===== src/rtl/rs75_encoder.sv =====
// rtl/rs75_encoder.sv - systematic RS(7,5) encoder over GF(8), index-form symbol ports
// Message symbols pass through unchanged; two LFSR parity symbols follow, with out_last on the second.
module rs75_encoder #(
  parameter int SYMBOL_WIDTH = 3,
  parameter int N            = 7,
  parameter int K            = 5
) (
  input  logic                    clk,
  input  logic                    reset,
  input  logic [SYMBOL_WIDTH-1:0] in_data,
  input  logic                    in_valid,
  output logic                    in_ready,
  output logic [SYMBOL_WIDTH-1:0] out_data,
  output logic                    out_valid,
  input  logic                    out_ready,
  output logic                    out_last
);

  typedef logic [SYMBOL_WIDTH-1:0] sym_t;
  typedef enum logic {ST_MSG, ST_PARITY} state_t;

  localparam int   CW       = $clog2(K);
  localparam sym_t ALPHA3_P = sym_t'(3'b011);
  localparam sym_t ALPHA4_P = sym_t'(3'b110);

  // Multiply a polynomial-form element by alpha, reducing with x^3 = x + 1.
  function automatic sym_t mul_alpha(input sym_t a);
    return {a[SYMBOL_WIDTH-2:0], 1'b0} ^ (a[SYMBOL_WIDTH-1] ? sym_t'(3'b011) : sym_t'(3'b000));
  endfunction

  function automatic sym_t gf_mul(input sym_t a, input sym_t b);
    sym_t p;
    sym_t x;
    p = '0;
    x = a;
    for (int i = 0; i < SYMBOL_WIDTH; i++) begin
      if (b[i]) p = p ^ x;
      x = mul_alpha(x);
    end
    return p;
  endfunction

  function automatic sym_t idx_to_poly(input sym_t idx);
    case (idx)
      3'd1:    return sym_t'(3'b001);
      3'd2:    return sym_t'(3'b010);
      3'd3:    return sym_t'(3'b100);
      3'd4:    return sym_t'(3'b011);
      3'd5:    return sym_t'(3'b110);
      3'd6:    return sym_t'(3'b111);
      3'd7:    return sym_t'(3'b101);
      default: return '0;
    endcase
  endfunction

  function automatic sym_t poly_to_idx(input sym_t p);
    sym_t a;
    sym_t r;
    a = sym_t'(1);
    r = '0;
    for (int k = 0; k < N; k++) begin
      if (p == a) r = sym_t'(k + 1);
      a = mul_alpha(a);
    end
    return r;
  endfunction

  state_t          state_q, state_d;
  logic [CW-1:0]   msg_cnt_q, msg_cnt_d;
  logic            par_cnt_q, par_cnt_d;
  sym_t            r1_q, r1_d, r0_q, r0_d;
  sym_t            out_data_q, out_data_d;
  logic            out_valid_q, out_valid_d;
  logic            out_last_q, out_last_d;
  logic            slot_free;
  sym_t            fb;

  assign slot_free = !out_valid_q || out_ready;
  assign fb        = idx_to_poly(in_data) ^ r1_q;
  assign in_ready  = !reset && (state_q == ST_MSG) && slot_free;
  assign out_data  = out_data_q;
  assign out_valid = out_valid_q;
  assign out_last  = out_last_q;

  always_comb begin
    state_d     = state_q;
    msg_cnt_d   = msg_cnt_q;
    par_cnt_d   = par_cnt_q;
    r1_d        = r1_q;
    r0_d        = r0_q;
    out_data_d  = out_data_q;
    out_valid_d = out_valid_q;
    out_last_d  = out_last_q;
    // Everything advances only when the output slot can take a new symbol.
    if (slot_free) begin
      out_valid_d = 1'b0;
      out_last_d  = 1'b0;
      case (state_q)
        ST_MSG: begin
          if (in_valid && in_ready) begin
            out_data_d  = in_data;
            out_valid_d = 1'b1;
            r1_d        = r0_q ^ gf_mul(fb, ALPHA4_P);
            r0_d        = gf_mul(fb, ALPHA3_P);
            if (msg_cnt_q == CW'(K - 1)) begin
              msg_cnt_d = '0;
              state_d   = ST_PARITY;
            end else begin
              msg_cnt_d = msg_cnt_q + 1'b1;
            end
          end
        end
        ST_PARITY: begin
          out_valid_d = 1'b1;
          if (!par_cnt_q) begin
            out_data_d = poly_to_idx(r1_q);
            par_cnt_d  = 1'b1;
          end else begin
            out_data_d = poly_to_idx(r0_q);
            out_last_d = 1'b1;
            par_cnt_d  = 1'b0;
            r1_d       = '0;
            r0_d       = '0;
            state_d    = ST_MSG;
          end
        end
        default: state_d = ST_MSG;
      endcase
    end
  end

  always_ff @(posedge clk) begin
    if (reset) begin
      state_q     <= ST_MSG;
      msg_cnt_q   <= '0;
      par_cnt_q   <= 1'b0;
      r1_q        <= '0;
      r0_q        <= '0;
      out_data_q  <= '0;
      out_valid_q <= 1'b0;
      out_last_q  <= 1'b0;
    end else begin
      state_q     <= state_d;
      msg_cnt_q   <= msg_cnt_d;
      par_cnt_q   <= par_cnt_d;
      r1_q        <= r1_d;
      r0_q        <= r0_d;
      out_data_q  <= out_data_d;
      out_valid_q <= out_valid_d;
      out_last_q  <= out_last_d;
    end
  end

endmodule


===== config.mk =====
export PLATFORM = sky130hd
export DESIGN_NAME = rs75_encoder
export DESIGN_NICKNAME = d
export VERILOG_FILES = /design/src/rtl/rs75_encoder.sv
export SDC_FILE = /design/constraint.sdc
export NUM_CORES = 1
export LEC_CHECK = 0
export BUFFER_PORTS_ARGS = -buffer_cell sky130_fd_sc_hd__buf_2
export CORE_MARGIN = 10
export CORE_UTILIZATION = 59
export DETAILED_ROUTE_END_ITERATION = 12
export PLACE_DENSITY_LB_ADDON = 0.3
export SYNTH_ARGS = -nofsm -noshare
export SYNTH_HDL_FRONTEND = slang
export SYNTH_SLANG_ARGS = --single-unit

===== constraint.sdc =====
create_clock -name clk -period 2.6 [get_ports clk]
set_clock_uncertainty 0.1 [all_clocks]
set_input_delay 0.39 -clock clk [delete_from_list [all_inputs] [get_ports clk]]
set_output_delay 0.39 -clock clk [all_outputs]
set_load 0.005 [all_outputs]

# == Yosys cells after proc, flatten, opt, wreduce, memory -nomap -nowiden ==
# Cells that the tools add are included.
# classes
add_sub_neg,1
eq_ne,24
mux,43
bitwise_logic,7
n_reduce_logical,10
# ops
op,n
3-bit 2-to-1 mux,27
3-bit equality test (second input constant),13
3-bit case mux with 7 select lines,1
3-bit by 2-bit equality test with 1-bit output (second input constant),6
3-bit case mux with 2 select lines,3
3-bit XOR,4
3-bit by 1-bit equality test with 1-bit output (second input constant),3
1-bit 2-to-1 mux,8
3-bit AND reduction,2
3-bit by 2-bit XOR with 3-bit output,2
2-bit 2-to-1 mux,2
2-bit by 1-bit inequality test with 1-bit output (second input constant),2
1-bit case mux with 2 select lines,2
2-bit AND reduction,2
3-bit by 1-bit adder with 3-bit output (second input constant),1
1-bit logical AND,3
1-bit zero test,2
1-bit logical OR,1
1-bit NOT,1
# word_totals
ff_bits,16
in_bits,7

# == Depth between registers and ports, before layout ==
# Gate-level depths: netlist (run 1).
# depth
word_depth,15
depth_mapped,6
depth_no_buf,5

# == Worst setup path before layout (run 1) ==
# No wires, ideal clock.
# synth_path
path_kind,register -> register
from,register r1_q[2]
to,register r0_q[2]
arrival_time_ns,1.289
t_required_ns,2.414
slack_ns,1.125
path_stages_with_launch,7
n_path_buf,1
period_less_slack_ns,1.475
cell_sequence,dfxtp_1 > buf_2 > xor2_2 > xnor2_1 > xnor2_2 > nand3_1 > a221oi_2
# synth_between
elab_chain_len,7
# synth_rtl
element,line_no,rtl
from (decl),71,"sym_t r1_q, r1_d, r0_q, r0_d;"
from (signal assigned),146,r1_q <= r1_d;
3-bit XOR,79,assign fb = idx_to_poly(in_data) ^ r1_q;
3-bit 2-to-1 mux,100,if (in_valid && in_ready) begin
3-bit 2-to-1 mux,98,case (state_q)
3-bit 2-to-1 mux,95,if (slot_free) begin
3-bit XOR,37,if (b[i]) p = p ^ x;
3-bit 2-to-1 mux,100,
3-bit case mux with 2 select lines,98,
to (signal assigned),147,r0_q <= r0_d;
to (decl),71,
# Every way passes these cells. The select of a mux whose other input is x is not followed.
# A chain may end at the register's enable or synchronous reset.

# == Worst setup path in the final report (run 1) ==
# layout_path
from,register out_valid_q (netlist: out_valid)
to,output in_ready
# layout_between
elab_chain_len,3
# layout_rtl
element,line_no,rtl
from (decl),73,"logic out_valid_q, out_valid_d;"
from (signal assigned),149,out_valid_q <= out_valid_d;
1-bit zero test,78,assign slot_free = !out_valid_q || out_ready;
1-bit logical OR,78,
1-bit logical AND,80,assign in_ready = !reset && (state_q == ST_MSG) && slot_free;
to (decl),12,"output logic in_ready,"
# Every way passes these cells.

==> results.toml, run 1 <==
[run_status]
status = "complete, no violations"

[synth]
syn_nets = 129
yosysSeqAreaShare = 0.3286
synth_top_flop_cell = "dfxtp_1"
synth_area_leader_cell = "dfxtp_1"
synthCells = 120
synth_area_leaders = "dfxtp_1 33%, xnor2_1 9.0%, o21ai_0 5.6%"
syn_area_um2 = 974.7
ys_ff_latch = 16
synth-edff-count = 0
ys_top_cells_by_count = "16 x dfxtp_1, 11 x nor2_1, 11 x o21ai_0"
synth_top_area_share = 0.3286
synth_cell_types = 33
yosysMostFrequentCell = "dfxtp_1"
synth_warnings = 0
syn_area_per_cell_um2 = 8.122
async_flop_share = 0

[sta]
maxSlewViolCount = 0
rsz0062_at_grt = "no"
slew_headroom = 0.6377
max_freq_ghz = 0.5506
setup_viol = 0
worst_slew_pin_slew_ps = 542.3
setup_tns_ps = 0
finalHoldViolCount = 0
finalCriticalPeriod_ps = 1816
fin_crit_sh = 0.6985

[clock_network]
clockBufferDepth = 2
ctsHoldBuffers = 0
postCtsSetupBuffers = 0
clock-root-buffer = "clkbuf_4"
cts_buffers = 3
ctsResizeCount = 0
clk_latency_ps = 280
clk_pin_slew_ps = 90
cts_tree = "done"
clkSinkCount = 16
h-tree-depth = 1

[worst_setup_path]
critPathKind = "reg -> out"
worstPathRequired_ps = 2110
critPathArrivalTime_ps = 1330
worstReg2RegEnd = "r1_q[0]"
startpoint_type = "flip-flop"
r2r_start = "state_q"
cp_max_fo = 8
cp-startpoint = "out_valid"
end_kind = "primary output"
ff2ff_path_depth = 4
reg2reg_slack_ps = 920

[drt]
wl_per_cell_um = 13.52
drc = 0
drtIter0Drc = 19
wirelength_um = 1933
viasPerCell = 5.804
dr_total_vias = 830
dr.pass1.iters = 4
drtAntennaViolNets = 0

[floorplan]
die_x_um = 60.65
core_area_um2 = 1541
ioPinCount = 13
num_rows = 14
initial_core_util = 0.6323
fp.dieArea_um2 = 3678
die_h_um = 60.65

[placed_design]
port_buffers = 12
place_hpwl_um = 1533
gp_congestion = 0.8848

[final_layout]
area_delta_synth_final_pct = 7.060
final_layout_size_suffix_gt1_frac = 0.1654
diodes = 0
fin_nets = 138
fill_cells = 130

[run]
maxCapViolations = 0

[min_path]
min_from = "in_valid"
holdPathEnd = "out_valid"
hold_path_depth = 3
hold_class = "in -> reg"

[power]
ir_drop_uv = 531.0
p_per_area_nw_per_um2 = 785.3
power_w = 0.0008194
p_leak_nw = 0.3940

[global_route]
grt_pass1_vias = 805
track_usage = 0.1149
antenna_found_initial = 0
grt_max_degree = 16
grt_first_pass_wirelength_um = 3381
overflow = 0
registers in the layout, summed over array words and instances, names as in the netlist:
signal	cells
out_last	1
state_q	1
r0_q	3
out_valid	1
msg_cnt_q	3
par_cnt_q	1
r1_q	3
out_data	3
metrics by stage:
step	setup WS (ps)	cells	hold WS, ps	cell area, um2	util
after global placement	944.1	140	341.4	1021	0.6623
after global routing	693.5	143	341.0	1044	0.6769
after floorplan	1125	120	352.7	974.7	-
final	783.8	143	310.2	1044	0.6769
after detailed placement	885.8	140	350.8	1021	0.6623
after CTS	783.4	143	303.8	1044	0.6769
report_power, final:
part | total (W) | switching (W) | internal, W
Sequential | 0.000354 | 0.0000708 | 0.000284
Combinational | 0.000340 | 0.000155 | 0.000185
Clock | 0.000125 | 0.0000713 | 0.0000537
Total | 0.000819 | 0.000297 | 0.000523
area by class of cell:
class                           instances  area, um2  area share
Sequential cell                        16      320.3      0.3070
Tap cell                               16      20.02     0.01918
Multi-Input combinational cell         91      601.8      0.5767
Timing Repair Buffer                   12      60.06     0.05755
Inverter                                5      18.77     0.01799
Clock buffer                            3      22.52     0.02158
worst max-delay path by stage:
stage	depth (start not counted)	to	slack, ps
floorplan	6	r0_q[2]	1130
global placement	5	msg_cnt_q[0]	940
detailed placement	5	msg_cnt_q[0]	890
CTS	3	in_ready	780
global route	3	in_ready	690
finish	3	in_ready	780
cells by family after synthesis:
family                   count (synthesis)  synth area share
adder cells (fa/ha/maj)                  2           0.02567
buffers and inverters                   13           0.05391
AND/OR/NAND/NOR                         40            0.2028
flip-flops                              16            0.3286
XOR/XNOR                                14            0.1489
multiplexers                             4           0.04236
AO/OA/AOI/OAI                           31            0.1977
placed cells by master, fill, tap and decap left out:
cell      Yosys  layout
dfxtp_1      16      16
buf_2         3      12
nor2_1       11      11
o21ai_0      11      11
xnor2_1      10      10
a21oi_1       9       9
nand2_1       9       9
inv_1         5       5
nor2b_1       4       4
nor3_1        4       4
nand2b_1      3       3
mux2i_1       3       3
nand3_1       3       3
clkbuf_4      0       3
a211oi_1      2       2
xnor2_2       2       2
o31ai_1       2       2
nor4_1        2       2
ha_1          2       2
a21o_1        1       1
a41oi_1       1       1
nor3b_1       1       1
nor3_2        1       1
nand3b_1      1       1
xor2_1        1       1
mux2_2        1       1
xor2_2        1       1
a22o_1        1       1
a221oi_2      1       1
a31oi_1       1       1
a311oi_1      1       1
o21bai_1      1       1
or3_1         1       1
worst max-delay path: stages (launching register included):
cell and delay (ps):
dfxtp_1 350, nor2b_1 470, nor3_1 80, buf_2 150
per-layer routing:
layer	up-vias	part of all wire	GRT usage
met5	-	0	0
met4	0	0.013	0.05016
met3	4	0.059	0.02923
met2	22	0.45	0.1849
met1	378	0.47	0.1408
li1	426	-	-
(Power assumes the default switching activity.)
==> inputs of run 2 (changes only) <==
--- a/config.mk
+++ b/config.mk
@@ -7,7 +7,7 @@
 export LEC_CHECK = 0
 export BUFFER_PORTS_ARGS = -buffer_cell sky130_fd_sc_hd__buf_2
 export CORE_MARGIN = 10
-export CORE_UTILIZATION = 59
+export CORE_UTILIZATION = 50
 export DETAILED_ROUTE_END_ITERATION = 12
 export PLACE_DENSITY_LB_ADDON = 0.3
 export SYNTH_ARGS = -nofsm -noshare
==> constraint.sdc (replaced) <==
create_clock -name clk -period 1.6 [get_ports clk]
set_clock_uncertainty 0.1 [all_clocks]
set_input_delay 0.24 -clock clk [delete_from_list [all_inputs] [get_ports clk]]
set_output_delay 0.24 -clock clk [all_outputs]
set_load 0.005 [all_outputs]
==> run 2 against run 1 <==
Effect of this change: global-route usage is 0.19 points lower; combinational power increased by 82%; sequential power increased by 57%; largest power group is now combinational cells; sequential cell count unchanged; die area up 12%; critical path depth up 2; register-to-register slack got worse by 830 ps; routed wire length increased by 9.9%; hold slack got worse by 170 ps.
==> results.toml, run 2 (synthesized netlist as in run 1, its figures left out) <==
[run_status]
status = "complete, no violations"

[drt]
dr.pass1.iters = 4
wirelength_um = 2125
top_layer_used = "met4"
wl_met3_um = 162
wl_per_cell_um = 13.36
drtIter0Drc = 37
wl_met1_um = 939
dr_total_vias = 874
met2_length_um = 982
drtAntennaViolNets = 0
drc = 0
viasPerCell = 5.497

[sta]
setup_tns_ps = 0
maxSlewViolCount = 0
fin_crit_sh = 0.9432
max_freq_ghz = 0.6627
slew_headroom = 0.6985
setup_viol = 0
finalHoldViolCount = 0
rsz0062_at_grt = "no"
worst_slew_pin_slew_ps = 449.8
finalCriticalPeriod_ps = 1509

[min_path]
hold_path_depth = 3
holdPathEnd = "out_valid"
hold_class = "in -> reg"
min_from = "in_valid"

[power]
intPower_w = 0.0009305
p_seq_frac = 0.384
combPwrFrac = 0.427
switching_share = 0.3577
p_per_area_nw_per_um2 = 1288
power_frac_clock = 0.189
power_w = 0.001449
p_sw_w = 0.0005181
p_leak_nw = 0.4368
ir_drop_uv = 840.2

[clock_network]
clock-root-buffer = "clkbuf_4"
cts_buffers = 3
clkSinkCount = 16
clk_latency_ps = 300
clk_pin_slew_ps = 100
h-tree-depth = 1
ctsHoldBuffers = 0
cts_tree = "done"
clockBufferDepth = 2

[worst_setup_path]
critPathKind = "reg -> reg"
worstReg2RegEnd = "r0_q[2]"
startpoint_type = "flip-flop"
r2r_start = "r1_q[1]"
reg2reg_slack_ps = 90
end_kind = "flip-flop"
ff2ff_path_depth = 5
critPathArrivalTime_ps = 1630
worstPathRequired_ps = 1720
cp_max_fo = 5

[global_route]
grt_pass1_vias = 844
antenna_found_initial = 0
grt_max_degree = 14
grt_first_pass_wirelength_um = 3822
track_usage = 0.1130
overflow = 0

[floorplan]
initial_core_util = 0.5467
die_x_um = 64.15
die_h_um = 64.15
ioPinCount = 13
core_area_um2 = 1783
num_rows = 15
fp.dieArea_um2 = 4115

[final_layout]
final_cell_mix = "13 x dfxtp_1, 12 x buf_2, 11 x nor2_1, 11 x o21ai_0, 10 x xnor2_1"
fin_nets = 144
diodes = 0
final_common_cell = "dfxtp_1"
area_delta_synth_final_pct = 15.40
final_layout_size_suffix_gt1_frac = 0.2388

[placed_design]
port_buffers = 12
gp_congestion = 0.8880
place_hpwl_um = 1614

[run]
maxCapViolations = 0
run 2: what timing repair did:
item                       4_1_cts  5_1_grt
setup buffers                    0        0
cloned                           0        0
setup endpoints to repair        1        3
resized for setup                1        4
run 2: layout make-up:
cell class | count | area, um2
Sequential cell | 16 | 324.1
Clock buffer | 4 | 36.28
Tap cell | 25 | 31.28
Timing Repair Buffer | 18 | 105.1
Inverter | 5 | 18.77
Fill cell | 160 | 658.1
Multi-Input combinational cell | 91 | 609.3
run 2: how the worst max path moves through the flow:
stage / to / startpoint / slack [ps]
floorplan: r0_q[2] / r1_q[2] / 130
global route: r0_q[2] / r1_q[1] / 2
finish: r0_q[2] / r1_q[1] / 90
detailed placement: r0_q[2] / r1_q[1] / 80
CTS: in_ready / out_valid / 40
global placement: r0_q[2] / r1_q[1] / 140
run 2: power by group through the flow:
stage | sequential, W | combinational (W) | clock (W)
2_1_floorplan | 0.000513 | 0.000538 | 0
3_3_place_gp | 0.000556 | 0.000593 | 0
3_5_place_dp | 0.000559 | 0.000610 | 0
4_1_cts | 0.000549 | 0.000618 | 0.000283
5_1_grt | 0.000571 | 0.000689 | 0.000300
6_report | 0.000556 | 0.000619 | 0.000273
run 2: through the flow:
stage | area (um2) | cells | worst slack [ps] | utilization | hold slack, ps
3_3_place_gp | 1077 | 155 | 136.7 | 0.6042 | 343.2
6_report | 1125 | 159 | 90.95 | 0.6309 | 139.5
4_1_cts | 1116 | 159 | 37.06 | 0.6260 | 130.5
2_1_floorplan | 974.7 | 120 | 125.1 | - | 218.5
5_1_grt | 1125 | 159 | 2.070 | 0.6309 | 161.3
3_5_place_dp | 1077 | 155 | 79.95 | 0.6042 | 350.4
run 2: critical path, cell delays in order (launching register included):
cell	delay, ps
dfxtp_2	360
xor2_2	190
xnor2_1	250
xnor2_2	160
nand3_1	120
a221oi_2	240
run 2: layer usage:
layer  global-route usage  vias to the layer above
li1                     -                      441
met1               0.1269                      404
met2               0.1828                       24
met3              0.04878                        5
met4              0.04813                        0
met5                    0                        -
==> inputs of run 3 (changes only) <==
--- a/config.mk
+++ b/config.mk
@@ -7,7 +7,8 @@
 export LEC_CHECK = 0
 export BUFFER_PORTS_ARGS = -buffer_cell sky130_fd_sc_hd__buf_2
 export CORE_MARGIN = 10
-export CORE_UTILIZATION = 50
+export CORE_UTILIZATION = 53
+export CTS_BUF_LIST = sky130_fd_sc_hd__clkbuf_8
 export DETAILED_ROUTE_END_ITERATION = 12
 export PLACE_DENSITY_LB_ADDON = 0.3
 export SYNTH_ARGS = -nofsm -noshare
==> run 3 against run 2 <==
Effect of this change: maximum frequency decreased by 3.0%; global-route usage is 0.13 points higher; cell count decreased by 0.63%; critical path type unchanged; critical endpoint is now r1_q[2].
==> results.toml, run 3 (synthesized netlist as in run 1, its figures left out) <==
[global_route]
grt_pass1_vias = 826
grt_max_degree = 15
antenna_found_initial = 0
track_usage = 0.1142
grt_first_pass_wirelength_um = 3705
overflow = 0

[final_layout]
area_delta_synth_final_pct = 16.69
final_cell_mix = "14 x dfxtp_1, 12 x buf_2, 11 x nor2_1, 11 x o21ai_0"
fin_nets = 143
stdcell_count = 158
final_common_cell = "dfxtp_1"
stdcell_area_um2 = 1137
final_layout_size_suffix_gt1_frac = 0.2331
diodes = 0

[floorplan]
fp.dieArea_um2 = 3955
die_x_um = 62.89
initial_core_util = 0.5645
core_area_um2 = 1727
die_h_um = 62.89
ioPinCount = 13
num_rows = 15

[drt]
drtAntennaViolNets = 0
drc = 0
dr_total_vias = 881
wirelength_um = 2166
viasPerCell = 5.576
drtIter0Drc = 37
wl_per_cell_um = 13.71
dr.pass1.iters = 4

[sta]
max_freq_ghz = 0.6426
setup_slack_ps = 43.78
finalHoldViolCount = 0
slew_headroom = 0.7077
worst_slew_pin_slew_ps = 436.1
finalCriticalPeriod_ps = 1556
setup_viol = 0
fin_crit_sh = 0.9726
hold_ws_ps = 187.0
maxSlewViolCount = 0

[clock_network]
cts_buffers = 3
h-tree-depth = 1
clk_latency_ps = 250
clk_pin_slew_ps = 60
clkSinkCount = 16
cts_tree = "done"
clockBufferDepth = 2
clock-root-buffer = "clkbuf_8"

[worst_setup_path]
max_stage_delay_ps = 350
critPathArrivalTime_ps = 1610
end_kind = "flip-flop"
startpoint_type = "flip-flop"
critPathKind = "reg -> reg"
cp_slowest_cell = "dfxtp_2"
path_buf_inv = 0
cp_max_fo = 5
worstPathRequired_ps = 1650
path_cells = "xor2_2 > xnor2_1 > xnor2_2 > xnor2_1 > a22o_1"
timing.critical_path.mode_cell = "xnor2_1"
cpLargestDelayFamily = "XOR/XNOR gates"

[placed_design]
post_dp_cell_area_um2 = 1070
dpl.cell_count = 154
dp_slack_ps = 70.11
place_hpwl_um = 1573
gp_congestion = 0.8465
port_buffers = 12

[power]
p_leak_nw = 0.4404
power_w = 0.001568
ir_drop_uv = 781.3
p_per_area_nw_per_um2 = 1379

[run]
maxCapViolations = 0

[run_status]
status = "complete, no violations"

[min_path]
hold_class = "in -> reg"
-- run 3: per-stage QoR --
step	TNS, ps	util
2_1_floorplan	0	-
3_3_place_gp	0	0.6196
3_5_place_dp	0	0.6196
4_1_cts	0	0.6529
5_1_grt	-22.48	0.6587
6_report	0	0.6587
-- run 3: layout make-up --
| class | count | area (um2) |
|---|---|---|
| repair buffers | 17 | 97.59 |
| fillers | 156 | 589.3 |
| multi-input cells | 91 | 611.8 |
| clock buffers | 4 | 55.05 |
| inverters | 5 | 18.77 |
| flip-flops and latches | 16 | 322.8 |
| well taps | 25 | 31.28 |
-- run 3: worst register-to-register path: cells and delay by family (launching register included) --
family | cells | cell delay, ps
XOR/XNOR | 4 | 820
flip-flops | 1 | 350
AO/OA/AOI/OAI | 1 | 190
-- run 3: worst paths after layout --
kind / start / cells past startpoint / slack, ps / to
hold reg to reg: out_last / 2 / 360 / out_last
setup reg to reg: r1_q[1] / 5 / 40 / r1_q[2]
hold / removal: in_valid / 3 / 190 / out_valid
setup / recovery: r1_q[1] / 5 / 40 / r1_q[2]
-- run 3: repair_timing --
action | 4_1_cts | 5_1_grt
resized for setup | 1 | 3
buffers inserted | 0 | 0
endpoints found under the setup margin | 1 | 3
cloned | 0 | 0
hold buffers | 0 | 0
-- run 3: metal layers --
| metal | global-route usage | vias up | wire [um] | part of all wire |
|---|---|---|---|---|
| met5 | 0 | - | 0 | 0 |
| met4 | 0.07542 | 0 | 57 | 0.026 |
| met3 | 0.03047 | 5 | 99 | 0.046 |
| met2 | 0.1726 | 22 | 1011 | 0.47 |
| met1 | 0.1374 | 415 | 997 | 0.46 |
| li1 | - | 439 | - | - |
-- run 3: power by group --
group	internal (W)	switching, W
combinational	0.000331	0.000314
clock	0.000219	0.000146
sequential	0.000464	0.0000956
total	0.00101	0.000555
